## config.mk

```make
export PLATFORM = sky130hd
export DESIGN_NAME = layer_sequencer
export DESIGN_NICKNAME = d
export VERILOG_FILES = /design/src/rtl/layer_sequencer.sv
export SDC_FILE = /design/constraint.sdc
export NUM_CORES = 1
export LEC_CHECK = 0
export ABC_CLOCK_PERIOD_IN_PS = 1330
export CORE_AREA = 10 10 62 64
export CTS_BUF_LIST = sky130_fd_sc_hd__clkbuf_16
export CTS_CLUSTER_SIZE = 20
export DETAILED_ROUTE_END_ITERATION = 16
export DIE_AREA = 0 0 72 74
export GPL_TIMING_DRIVEN = 0
export PLACE_DENSITY = 0.73
export SYNTH_ARGS = -nofsm -noshare
export SYNTH_HDL_FRONTEND = slang
export SYNTH_SLANG_ARGS = --single-unit
```

## constraint.sdc

```tcl
create_clock -name clk -period 1.33 [get_ports clk]
set_input_delay 0.399 -clock clk [delete_from_list [all_inputs] [get_ports clk]]
set_output_delay 0.399 -clock clk [all_outputs]
set_load 0.1 [all_outputs]
```

## src/rtl/layer_sequencer.sv

```systemverilog
// Layer sequencer: launches NUM_LAYER layers per start_CNN and ping-pongs the OFM regions between layers.
// Optional watchdog with ERR state is enabled by defining LAYER_TIMEOUT_EN.
module layer_sequencer #(
    parameter int unsigned       NUM_LAYER      = 10,
    parameter int unsigned       ADDR_W         = 22,
    parameter logic [ADDR_W-1:0] OFM_BASE_A     = '0,
    parameter logic [ADDR_W-1:0] OFM_BASE_B     = ADDR_W'(1393600),
    parameter int unsigned       TIMEOUT_CYCLES = 1 << 24
) (
    input  logic                         clk,
    input  logic                         rst_n,
    input  logic                         start_CNN,
    input  logic                         layer_done,
    output logic                         start_layer,
    output logic [$clog2(NUM_LAYER)-1:0] count_layer,
    output logic                         ifm_from_ofm,
    output logic [ADDR_W-1:0]            ifm_base_addr,
    output logic [ADDR_W-1:0]            ofm_base_addr,
    output logic                         busy,
    output logic                         done_CNN,
    output logic                         err
);

    localparam int unsigned CW = $clog2(NUM_LAYER);
    localparam logic [CW-1:0] LAST_LAYER = CW'(NUM_LAYER - 1);

    typedef enum logic [2:0] {
        S_IDLE,
        S_LAUNCH,
        S_RUN,
        S_NEXT,
        S_DONE
`ifdef LAYER_TIMEOUT_EN
        , S_ERR
`endif
    } state_t;

    state_t state;

`ifdef LAYER_TIMEOUT_EN
    localparam int unsigned WD_W = $clog2(TIMEOUT_CYCLES + 1);
    logic [WD_W-1:0] wd_count;
`else
    assign err = 1'b0;
`endif

    always_ff @(posedge clk or negedge rst_n) begin
        if (!rst_n) begin
            state         <= S_IDLE;
            start_layer   <= 1'b0;
            count_layer   <= '0;
            ifm_from_ofm  <= 1'b0;
            ifm_base_addr <= '0;
            ofm_base_addr <= '0;
            busy          <= 1'b0;
            done_CNN      <= 1'b0;
`ifdef LAYER_TIMEOUT_EN
            err           <= 1'b0;
            wd_count      <= '0;
`endif
        end else begin
            start_layer <= 1'b0;
            done_CNN    <= 1'b0;
            case (state)
                S_IDLE: begin
                    if (start_CNN) begin
                        state         <= S_LAUNCH;
                        start_layer   <= 1'b1;
                        busy          <= 1'b1;
                        count_layer   <= '0;
                        ifm_from_ofm  <= 1'b0;
                        ifm_base_addr <= '0;
                        ofm_base_addr <= OFM_BASE_A;
                    end
                end
                S_LAUNCH: begin
                    state <= S_RUN;
`ifdef LAYER_TIMEOUT_EN
                    wd_count <= '0;
`endif
                end
                S_RUN: begin
                    if (layer_done) begin
                        if (count_layer == LAST_LAYER) begin
                            state    <= S_DONE;
                            done_CNN <= 1'b1;
                        end else begin
                            state <= S_NEXT;
                        end
                    end
`ifdef LAYER_TIMEOUT_EN
                    else if (wd_count == WD_W'(TIMEOUT_CYCLES - 1)) begin
                        state <= S_ERR;
                        err   <= 1'b1;
                    end else begin
                        wd_count <= wd_count + 1'b1;
                    end
`endif
                end
                S_NEXT: begin
                    // Next layer reads what this layer wrote; parity of the new index picks its write region.
                    state         <= S_LAUNCH;
                    start_layer   <= 1'b1;
                    count_layer   <= count_layer + 1'b1;
                    ifm_from_ofm  <= 1'b1;
                    ifm_base_addr <= ofm_base_addr;
                    ofm_base_addr <= count_layer[0] ? OFM_BASE_A : OFM_BASE_B;
                end
                S_DONE: begin
                    state         <= S_IDLE;
                    busy          <= 1'b0;
                    count_layer   <= '0;
                    ifm_from_ofm  <= 1'b0;
                    ifm_base_addr <= '0;
                    ofm_base_addr <= OFM_BASE_A;
                end
`ifdef LAYER_TIMEOUT_EN
                S_ERR: begin
                    state <= S_ERR;
                    err   <= 1'b1;
                    busy  <= 1'b1;
                end
`endif
                default: begin
                    state <= S_IDLE;
                    busy  <= 1'b0;
                end
            endcase
        end
    end

endmodule

```

# After elaboration in Yosys (flattened, before gate mapping)
# Cells that the tools add are included.
[totals]
regBits = 55
latch_bits = 0
ramBits = 0
mem_bits_ro = 0
output_inout_bits = 53
n_memories = 0
[op_classes]
n_addsub = 1
mul = 0
div_mod_pow = 0
magnitude_cmp = 0
eq_ne = 7
n_shift = 0
muxes = 19
n_bitwise = 1
n_reduce_logical = 6
[ops]
columns = ["cell", "count"]
rows = [
  ["22-bit one-hot mux with 3 select lines", 2],
  ["22-bit two-way mux", 1],
  ["21-bit two-way mux", 1],
  ["3-bit one-hot mux with 4 select lines", 1],
  ["4-bit one-hot mux with 3 select lines", 1],
  ["3-bit two-way mux", 3],
  ["3-bit by 2-bit equality test with 1-bit output (second input constant)", 2],
  ["1-bit two-way mux", 6],
  ["2-bit AND reduction", 3],
  ["4-bit by 1-bit adder with 4-bit output (second input constant)", 1],
  ["4-bit equality test (second input constant)", 1],
  ["4-bit two-way mux", 1],
  ["2-bit inequality test (second input constant)", 2],
  ["1-bit one-hot mux with 2 select lines", 2],
  ["3-bit by 1-bit equality test with 1-bit output (second input constant)", 1],
  ["3-bit equality test (second input constant)", 1],
  ["3-bit zero test", 1],
  ["1-bit one-hot mux with 3 select lines", 1],
  ["3-bit nonzero test", 1],
  ["3-bit OR reduction", 1],
  ["1-bit NOT", 1],
]

# Longest topological paths before layout
# Gate-level depths: netlist (run 1).
[logic_depth]
depth_word = 4
mapped_depth = 5
mapped_depth_nobuf = 5

# Worst setup path before layout (run 1)
# OpenSTA, ideal clock, no wires.
[synth_timing]
path_kind = "register -> output"
startpoint = "register count_layer[0] (netlist name)"
endpoint = "output port ofm_base_addr[14]"
t_arrival_ns = 1.535
t_required_ns = 0.931
setup_slack_ns = -0.604
path_stages_with_launch = 2
path_cell_list = "dfrtp_1 > buf_4"
[synth_rtl]
columns = ["item", "line", "source"]
rows = [
  ["end, declared", "18", "output logic [ADDR_W-1:0] ofm_base_addr,"],
]

==> impl_metrics.prom, run 1 <==
# TYPE chip_impl_metric gauge
chip_impl_info{name="run_status",value="finished with violations"} 1
chip_impl_info{name="failed_checks",value="negative setup slack"} 1
chip_impl_metric{name="post-synth-top-area-fraction",unit="%"} 36.2
chip_impl_info{name="start_kind",value="flop"} 1
chip_impl_metric{name="drive_above_1_share",unit="%"} 55.6
chip_impl_info{name="clock-root-buffer",value="sky130_fd_sc_hd__clkbuf_16"} 1
chip_impl_metric{name="slew-limit-headroom",unit="%"} 63.2
chip_impl_info{name="synth_area_leader_cell",value="sky130_fd_sc_hd__buf_4"} 1
chip_impl_metric{name="drc_violation_count_after_routing",unit=""} 0
chip_impl_metric{name="cp_data_required_time",unit="ps"} 930
chip_impl_metric{name="drtIter0Drc",unit=""} 13
chip_impl_info{name="tritoncts",value="yes"} 1
chip_impl_metric{name="h-tree-depth",unit=""} 1
chip_impl_metric{name="final_cells",unit=""} 191
chip_impl_info{name="yosys-top-cells-area",value="sky130_fd_sc_hd__buf_4 36%, sky130_fd_sc_hd__dfrtp_1 33%, sky130_fd_sc_hd__nor2_1 2.9%"} 1
chip_impl_metric{name="met3WireLength",unit="um"} 302
chip_impl_metric{name="drt_wl_total",unit="um"} 2260
chip_impl_metric{name="antenna_violations_before_repair",unit=""} 0
chip_impl_metric{name="layout_skew",unit="ps"} 2.58
chip_impl_metric{name="numPortBuffers",unit=""} 27
chip_impl_metric{name="layout.filler_cells",unit=""} 222
chip_impl_metric{name="period_needed",unit="ps"} 1490
chip_impl_metric{name="final.setup.worst_slack",unit="ps"} -156
chip_impl_metric{name="dr_total_vias",unit=""} 725
chip_impl_info{name="hp-class",value="reg -> reg"} 1
chip_impl_metric{name="asyncSetResetFlopFracSynth",unit="%"} 100
chip_impl_metric{name="max_cap_violations",unit=""} 0
chip_impl_info{name="yosysMostFrequentCell",value="sky130_fd_sc_hd__buf_4"} 1
chip_impl_metric{name="floorplan.die.width",unit="um"} 72
chip_impl_info{name="critical_path.cell_chain",value="buf_6 > buf_12"} 1
chip_impl_metric{name="total_congestion_overflow_after_global_routing",unit=""} 0
chip_impl_info{name="cp_slowest_cell",value="sky130_fd_sc_hd__dfrtp_4"} 1
chip_impl_metric{name="worst_skew_pair.late_latency",unit="ps"} 240
chip_impl_metric{name="syn-instance-count",unit=""} 98
chip_impl_metric{name="viasPerCell",unit=""} 3.80
chip_impl_metric{name="hold_viol_final",unit=""} 0
chip_impl_metric{name="hold_buffers",unit=""} 0
chip_impl_metric{name="drt_antenna_net_count",unit=""} 0
chip_impl_metric{name="fp.coreArea",unit="sq um"} 2660
chip_impl_metric{name="avgRoutedWirePerCell",unit="um"} 11.8
chip_impl_metric{name="gr-usage-all-layers",unit="%"} 8.55
chip_impl_info{name="route.top_layer_used",value="met4"} 1
chip_impl_metric{name="place.gp.congestion",unit=""} 0.731
chip_impl_metric{name="die-height",unit="um"} 74
chip_impl_metric{name="met2_length",unit="um"} 1020
chip_impl_metric{name="cp_data_arrival_time",unit="ps"} 1090
chip_impl_metric{name="grt_start_max_net_pins",unit=""} 13
chip_impl_metric{name="fin_setup_tns",unit="ps"} -2420
chip_impl_info{name="critPathCaptureType",value="output port"} 1
chip_impl_metric{name="antenna_diode_count",unit=""} 0
chip_impl_metric{name="mappedNetlistArea",unit="sq um"} 912
chip_impl_metric{name="wl_met1",unit="um"} 914
chip_impl_metric{name="finalCoreUtilization",unit="%"} 62.2
chip_impl_metric{name="syn_area_per_cell",unit="sq um"} 9.31
chip_impl_metric{name="dieArea",unit="sq um"} 5330
chip_impl_metric{name="clock_sinks",unit=""} 12
chip_impl_metric{name="final_min_period_over_clock_period",unit="%"} 112
chip_impl_metric{name="timing.critical_path.fanout_max",unit=""} 10
chip_impl_metric{name="synth_enable_flop_cells",unit=""} 0
chip_impl_info{name="grt_setup_unrepaired",value="true"} 1
chip_impl_metric{name="design.portCount",unit=""} 57
chip_impl_metric{name="synth.ff_latch_count",unit=""} 12
chip_impl_metric{name="cts_buffers",unit=""} 3
chip_impl_metric{name="critPathMaxStageDelay",unit="ps"} 540
chip_impl_metric{name="global_route_wire_length_before_repair",unit="um"} 3640
chip_impl_metric{name="timing.fmax",unit="GHz"} 0.673
chip_impl_metric{name="drt_pre_antenna_iters",unit=""} 4
chip_impl_metric{name="ys_warns",unit=""} 0
chip_impl_info{name="crit_path_max_delay_family",value="flip-flops"} 1
chip_impl_metric{name="worst-slew-pin-transition",unit="ps"} 550
chip_impl_info{name="main_synth_ff_type",value="sky130_fd_sc_hd__dfrtp_1"} 1
chip_impl_metric{name="num_rows",unit=""} 19
chip_impl_info{name="top_cell_types_by_occurrence_after_synthesis",value="44 x sky130_fd_sc_hd__buf_4, 12 x sky130_fd_sc_hd__dfrtp_1, 7 x sky130_fd_sc_hd__nor2_1"} 1
chip_impl_metric{name="start_util",unit="%"} 34.3
chip_impl_info{name="timing_worst_setup_path_type",value="reg -> out"} 1
chip_impl_metric{name="setup-violations-final",unit=""} 18
chip_impl_metric{name="grt_pass1_vias",unit=""} 788
chip_impl_metric{name="distinct_cell_type_count_after_synthesis",unit=""} 25
chip_impl_metric{name="clockBufferDepth",unit=""} 2
chip_impl_metric{name="estimated_wirelength_of_the_detail_placed_design",unit="um"} 1820
chip_impl_metric{name="final-max-slew-violation-count",unit=""} 0
chip_impl_metric{name="dp.cells",unit=""} 184
chip_impl_metric{name="critical_path.n_buffers_inverters",unit=""} 2
chip_impl_metric{name="seq_area_frac_synth",unit="%"} 32.9
chip_impl_metric{name="path_clk_slew",unit="ps"} 40
chip_impl_metric{name="syn_to_final_growth",unit="%"} 81.6
chip_impl_metric{name="layout.nets",unit=""} 167
[per-stage QoR]
stage,area [sq um],setup WS (ps),hold slack [ps]
CTS,1630,-166,501
global route,1660,-186,541
floorplan,1070,-56.4,103
global placement,1380,-843,488
finish,1660,-156,508
detailed placement,1380,-871,495
[final timing paths]
check / from / end / slack (ps) / cells past startpoint
max: count_layer[0]$_DFFE_PN0P_ / ofm_base_addr[14] / -160 / 2
min: count_layer[3]$_DFFE_PN0P_ / count_layer[3]$_DFFE_PN0P_ / 510 / 1
max reg2reg: count_layer[0]$_DFFE_PN0P_ / count_layer[2]$_DFFE_PN0P_ / -20 / 4
min reg2reg: count_layer[3]$_DFFE_PN0P_ / count_layer[3]$_DFFE_PN0P_ / 510 / 1
max in group asynchronous: rst_n / count_layer[0]$_DFFE_PN0P_ / 400 / 1
min in group asynchronous: rst_n / count_layer[1]$_DFFE_PN0P_ / 520 / 1
[logic make-up after synthesis]
| logic type | after synthesis | share of synthesized area [%] |
|---|---|---|
| compound gates | 12 | 9.60 |
| fa+ha+maj | 2 | 2.74 |
| buf+inv | 50 | 40.5 |
| flops | 12 | 32.9 |
| mux | 3 | 3.43 |
| other cells | 1 | 0.411 |
| simple gates | 18 | 10.4 |
[final cells by class]
| cell class | instances | area [sq um] | area share, % |
|---|---|---|---|
| repair buffers | 30 | 455 | 27.5 |
| plain buffers | 47 | 388 | 23.4 |
| multi-input cells | 64 | 370 | 22.4 |
| flip-flops and latches | 12 | 314 | 19.0 |
| clock buffers | 3 | 75.1 | 4.53 |
| well taps | 31 | 38.8 | 2.34 |
| inverters | 3 | 11.3 | 0.680 |
| clock inverters | 1 | 3.75 | 0.227 |
[worst register-to-register path, cell delays in order, from the launching register on]
cell and delay, ps:
sky130_fd_sc_hd__dfrtp_4 540, sky130_fd_sc_hd__buf_4 190, sky130_fd_sc_hd__ha_1 210, sky130_fd_sc_hd__a32oi_1 190, sky130_fd_sc_hd__o31ai_1 90
[metal layers]
layer / global-route usage, % / vias up
met3: 5.59 / 2
li1: - / 372
met2: 14.5 / 45
met5: 0 / -
met1: 8.21 / 306
met4: 3.23 / 0
[repair_timing]
action	CTS	global route
gates resized for setup	196	4
setup endpoints to repair	24	25
cloned	0	0
setup buffers	2	1
[cells in the final DEF (no fill, tap or decap), types with 3 or more instances in the layout]
master,Yosys,layout
sky130_fd_sc_hd__buf_4,44,44
sky130_fd_sc_hd__dfrtp_4,0,3
sky130_fd_sc_hd__dfrtp_1,12,7
sky130_fd_sc_hd__buf_12,0,17
sky130_fd_sc_hd__conb_1,1,29
sky130_fd_sc_hd__nand2_1,3,3
sky130_fd_sc_hd__clkbuf_16,0,3
sky130_fd_sc_hd__nor2_1,7,7
sky130_fd_sc_hd__buf_6,2,12
[state kept, by name, summed over array words and instances (netlist names)]
signal and flops:
count_layer 4, state 3, busy 1, done_CNN 1, ifm_base_addr 1, ifm_from_ofm 1
start_layer 1
Power of run 1 is left out: the tool's default activity adds up to more than one toggle a clock period on the data nets, which glitch-free logic cannot reach.
==> inputs of run 2 (changes only) <==
--- a/config.mk
+++ b/config.mk
@@ -6,6 +6,7 @@
 export NUM_CORES = 1
 export LEC_CHECK = 0
 export ABC_CLOCK_PERIOD_IN_PS = 1330
+export CAP_MARGIN = 20
 export CORE_AREA = 10 10 62 64
 export CTS_BUF_LIST = sky130_fd_sc_hd__clkbuf_16
 export CTS_CLUSTER_SIZE = 20
==> results of run 2 <==
No change in the layout: final DEF, timing and power equal those of run 1.
Power of run 2 is left out for the same reason.
==> inputs of run 3 (changes only) <==
--- a/config.mk
+++ b/config.mk
@@ -7,13 +7,13 @@
 export LEC_CHECK = 0
 export ABC_CLOCK_PERIOD_IN_PS = 1330
 export CAP_MARGIN = 20
-export CORE_AREA = 10 10 62 64
+export CORE_AREA = 10 10 57 70
 export CTS_BUF_LIST = sky130_fd_sc_hd__clkbuf_16
 export CTS_CLUSTER_SIZE = 20
 export DETAILED_ROUTE_END_ITERATION = 16
-export DIE_AREA = 0 0 72 74
+export DIE_AREA = 0 0 67 80
 export GPL_TIMING_DRIVEN = 0
-export PLACE_DENSITY = 0.73
+export PLACE_DENSITY = 0.72
 export SYNTH_ARGS = -nofsm -noshare
 export SYNTH_HDL_FRONTEND = slang
 export SYNTH_SLANG_ARGS = --single-unit
==> impl_metrics.prom, run 3 (synthesis gave the netlist of run 1 again) <==
# TYPE chip_impl_metric gauge
chip_impl_metric{name="drive_above_1_share",unit="%"} 56.3
chip_impl_metric{name="grt_start_max_net_pins",unit=""} 13
chip_impl_info{name="cp_slowest_cell",value="sky130_fd_sc_hd__dfrtp_4"} 1
chip_impl_metric{name="antenna_violations_before_repair",unit=""} 0
chip_impl_info{name="hp-class",value="in -> async"} 1
chip_impl_metric{name="dr_total_vias",unit=""} 747
chip_impl_metric{name="drc_violation_count_after_routing",unit=""} 0
chip_impl_metric{name="global_route_wire_length_before_repair",unit="um"} 4120
chip_impl_info{name="layout_commonest_cell",value="sky130_fd_sc_hd__buf_4"} 1
chip_impl_info{name="crit_path_max_delay_family",value="flip-flops"} 1
chip_impl_metric{name="start_util",unit="%"} 34.4
chip_impl_info{name="clock-root-buffer",value="sky130_fd_sc_hd__clkbuf_16"} 1
chip_impl_metric{name="dp.cells",unit=""} 187
chip_impl_metric{name="critPathMaxStageDelay",unit="ps"} 550
chip_impl_metric{name="critical_path.n_buffers_inverters",unit=""} 2
chip_impl_metric{name="layout.filler_cells",unit=""} 231
chip_impl_metric{name="gr-usage-all-layers",unit="%"} 9.80
chip_impl_metric{name="multiInputGateArea",unit="sq um"} 369
chip_impl_metric{name="cp_data_required_time",unit="ps"} 930
chip_impl_metric{name="drt_wl_total",unit="um"} 2490
chip_impl_info{name="failed_checks",value="negative setup slack"} 1
chip_impl_metric{name="drtIter0Drc",unit=""} 24
chip_impl_metric{name="grt_pass1_vias",unit=""} 867
chip_impl_metric{name="period_needed",unit="ps"} 1510
chip_impl_metric{name="timing.critical_path.fanout_max",unit=""} 12
chip_impl_metric{name="dpl-instance-area",unit="sq um"} 1390
chip_impl_info{name="final_cell_mix",value="44 x sky130_fd_sc_hd__buf_4, 29 x sky130_fd_sc_hd__conb_1, 17 x sky130_fd_sc_hd__buf_12, 12 x sky130_fd_sc_hd__buf_6"} 1
chip_impl_metric{name="place.gp.congestion",unit=""} 0.738
chip_impl_metric{name="final_min_period_over_clock_period",unit="%"} 113
chip_impl_metric{name="drt_antenna_net_count",unit=""} 0
chip_impl_metric{name="design.portCount",unit=""} 57
chip_impl_metric{name="setup-violations-final",unit=""} 17
chip_impl_metric{name="final-seq-area",unit="sq um"} 314
chip_impl_info{name="grt_setup_unrepaired",value="true"} 1
chip_impl_metric{name="hold_viol_final",unit=""} 0
chip_impl_metric{name="h-tree-depth",unit=""} 1
chip_impl_metric{name="syn_to_final_growth",unit="%"} 81.9
chip_impl_metric{name="max_cap_violations",unit=""} 0
chip_impl_info{name="regMostFlops",value="count_layer"} 1
chip_impl_info{name="run_status",value="finished with violations"} 1
chip_impl_info{name="critPathCaptureType",value="output port"} 1
chip_impl_metric{name="drt_pre_antenna_iters",unit=""} 3
chip_impl_metric{name="largest_register_ff_count",unit=""} 4
chip_impl_metric{name="cts_buffers",unit=""} 3
chip_impl_metric{name="path_clk_slew",unit="ps"} 50
chip_impl_metric{name="die-height",unit="um"} 80
chip_impl_metric{name="num_rows",unit=""} 21
chip_impl_metric{name="layout.nets",unit=""} 167
chip_impl_metric{name="final_cells",unit=""} 194
chip_impl_metric{name="dieArea",unit="sq um"} 5360
chip_impl_metric{name="avgRoutedWirePerCell",unit="um"} 12.8
chip_impl_metric{name="finalCoreUtilization",unit="%"} 62.5
chip_impl_metric{name="viasPerCell",unit=""} 3.85
chip_impl_metric{name="slew-limit-headroom",unit="%"} 63.4
chip_impl_info{name="tritoncts",value="yes"} 1
chip_impl_metric{name="clock_sinks",unit=""} 12
chip_impl_metric{name="layout_skew",unit="ps"} 2.91
chip_impl_metric{name="stdcell_area",unit="sq um"} 1660
chip_impl_metric{name="total_congestion_overflow_after_global_routing",unit=""} 0
chip_impl_metric{name="worst-slew-pin-transition",unit="ps"} 547
chip_impl_metric{name="floorplan.die.width",unit="um"} 67
chip_impl_metric{name="clockBufferDepth",unit=""} 2
chip_impl_metric{name="fp.coreArea",unit="sq um"} 2650
chip_impl_info{name="timing_worst_setup_path_type",value="reg -> out"} 1
chip_impl_metric{name="worst_skew_pair.late_latency",unit="ps"} 240
chip_impl_metric{name="final-max-slew-violation-count",unit=""} 0
chip_impl_metric{name="estimated_wirelength_of_the_detail_placed_design",unit="um"} 1810
chip_impl_info{name="critical_path.cell_chain",value="buf_6 > buf_12"} 1
chip_impl_metric{name="final.setup.worst_slack",unit="ps"} -179
chip_impl_metric{name="antenna_diode_count",unit=""} 0
chip_impl_info{name="start_kind",value="flop"} 1
chip_impl_metric{name="timing.fmax",unit="GHz"} 0.663
chip_impl_metric{name="cp_data_arrival_time",unit="ps"} 1110
chip_impl_info{name="largest_registers",value="count_layer x4, state x3"} 1
chip_impl_metric{name="numPortBuffers",unit=""} 27
chip_impl_metric{name="hold_buffers",unit=""} 0
[run 3: path summary, 6_finish.rpt]
kind	start	to	slack (ps)	depth (start not counted)
max	count_layer[0]$_DFFE_PN0P_	ofm_base_addr[16]	-180	2
min	rst_n	count_layer[0]$_DFFE_PN0P_	510	1
max reg2reg	count_layer[0]$_DFFE_PN0P_	count_layer[1]$_DFFE_PN0P_	10	4
min reg2reg	busy$_DFFE_PN0P_	busy$_DFFE_PN0P_	510	2
max in group asynchronous	rst_n	ifm_base_addr[18]$_DFFE_PN0P_	410	1
min in group clk	busy$_DFFE_PN0P_	busy$_DFFE_PN0P_	510	2
[run 3: final cells by class]
| cell class | count | area share [%] |
|---|---|---|
| well taps | 34 | 2.56 |
| repair buffers | 30 | 27.5 |
| multi-input cells | 64 | 22.2 |
| clock inverters | 1 | 0.226 |
| inverters | 3 | 0.679 |
| plain buffers | 47 | 23.4 |
| flip-flops and latches | 12 | 18.9 |
| clock buffers | 3 | 4.52 |
[run 3: layer usage]
metal | global-route usage (%) | up-vias | share of wire [%]
li1 | - | 371 | -
met1 | 9.86 | 329 | 36
met2 | 16.5 | 43 | 52
met3 | 4.63 | 4 | 11
met4 | 4.53 | 0 | 1.2
met5 | 0 | - | 0
[run 3: worst reg2reg max path, stage by stage (launching register included)]
cell and delay (ps):
sky130_fd_sc_hd__dfrtp_4 550, sky130_fd_sc_hd__buf_4 190, sky130_fd_sc_hd__ha_4 250, sky130_fd_sc_hd__inv_1 30, sky130_fd_sc_hd__a22o_1 190
[run 3: repair_timing]
item	CTS	global route
gates resized for setup	198	3
hold endpoints to repair	0	0
endpoints found under the setup margin	25	23
setup buffers	2	1
[run 3: through the flow]
stage / worst slack, ps / hold WS [ps] / TNS, ps
after floorplan: -56.4 / 103 / -862
after global placement: -849 / 493 / -18450
after detailed placement: -867 / 503 / -18800
after CTS: -177 / 516 / -2660
after global routing: -200 / 553 / -3150
final: -179 / 506 / -2670
Power of run 3 is left out for the same reason.
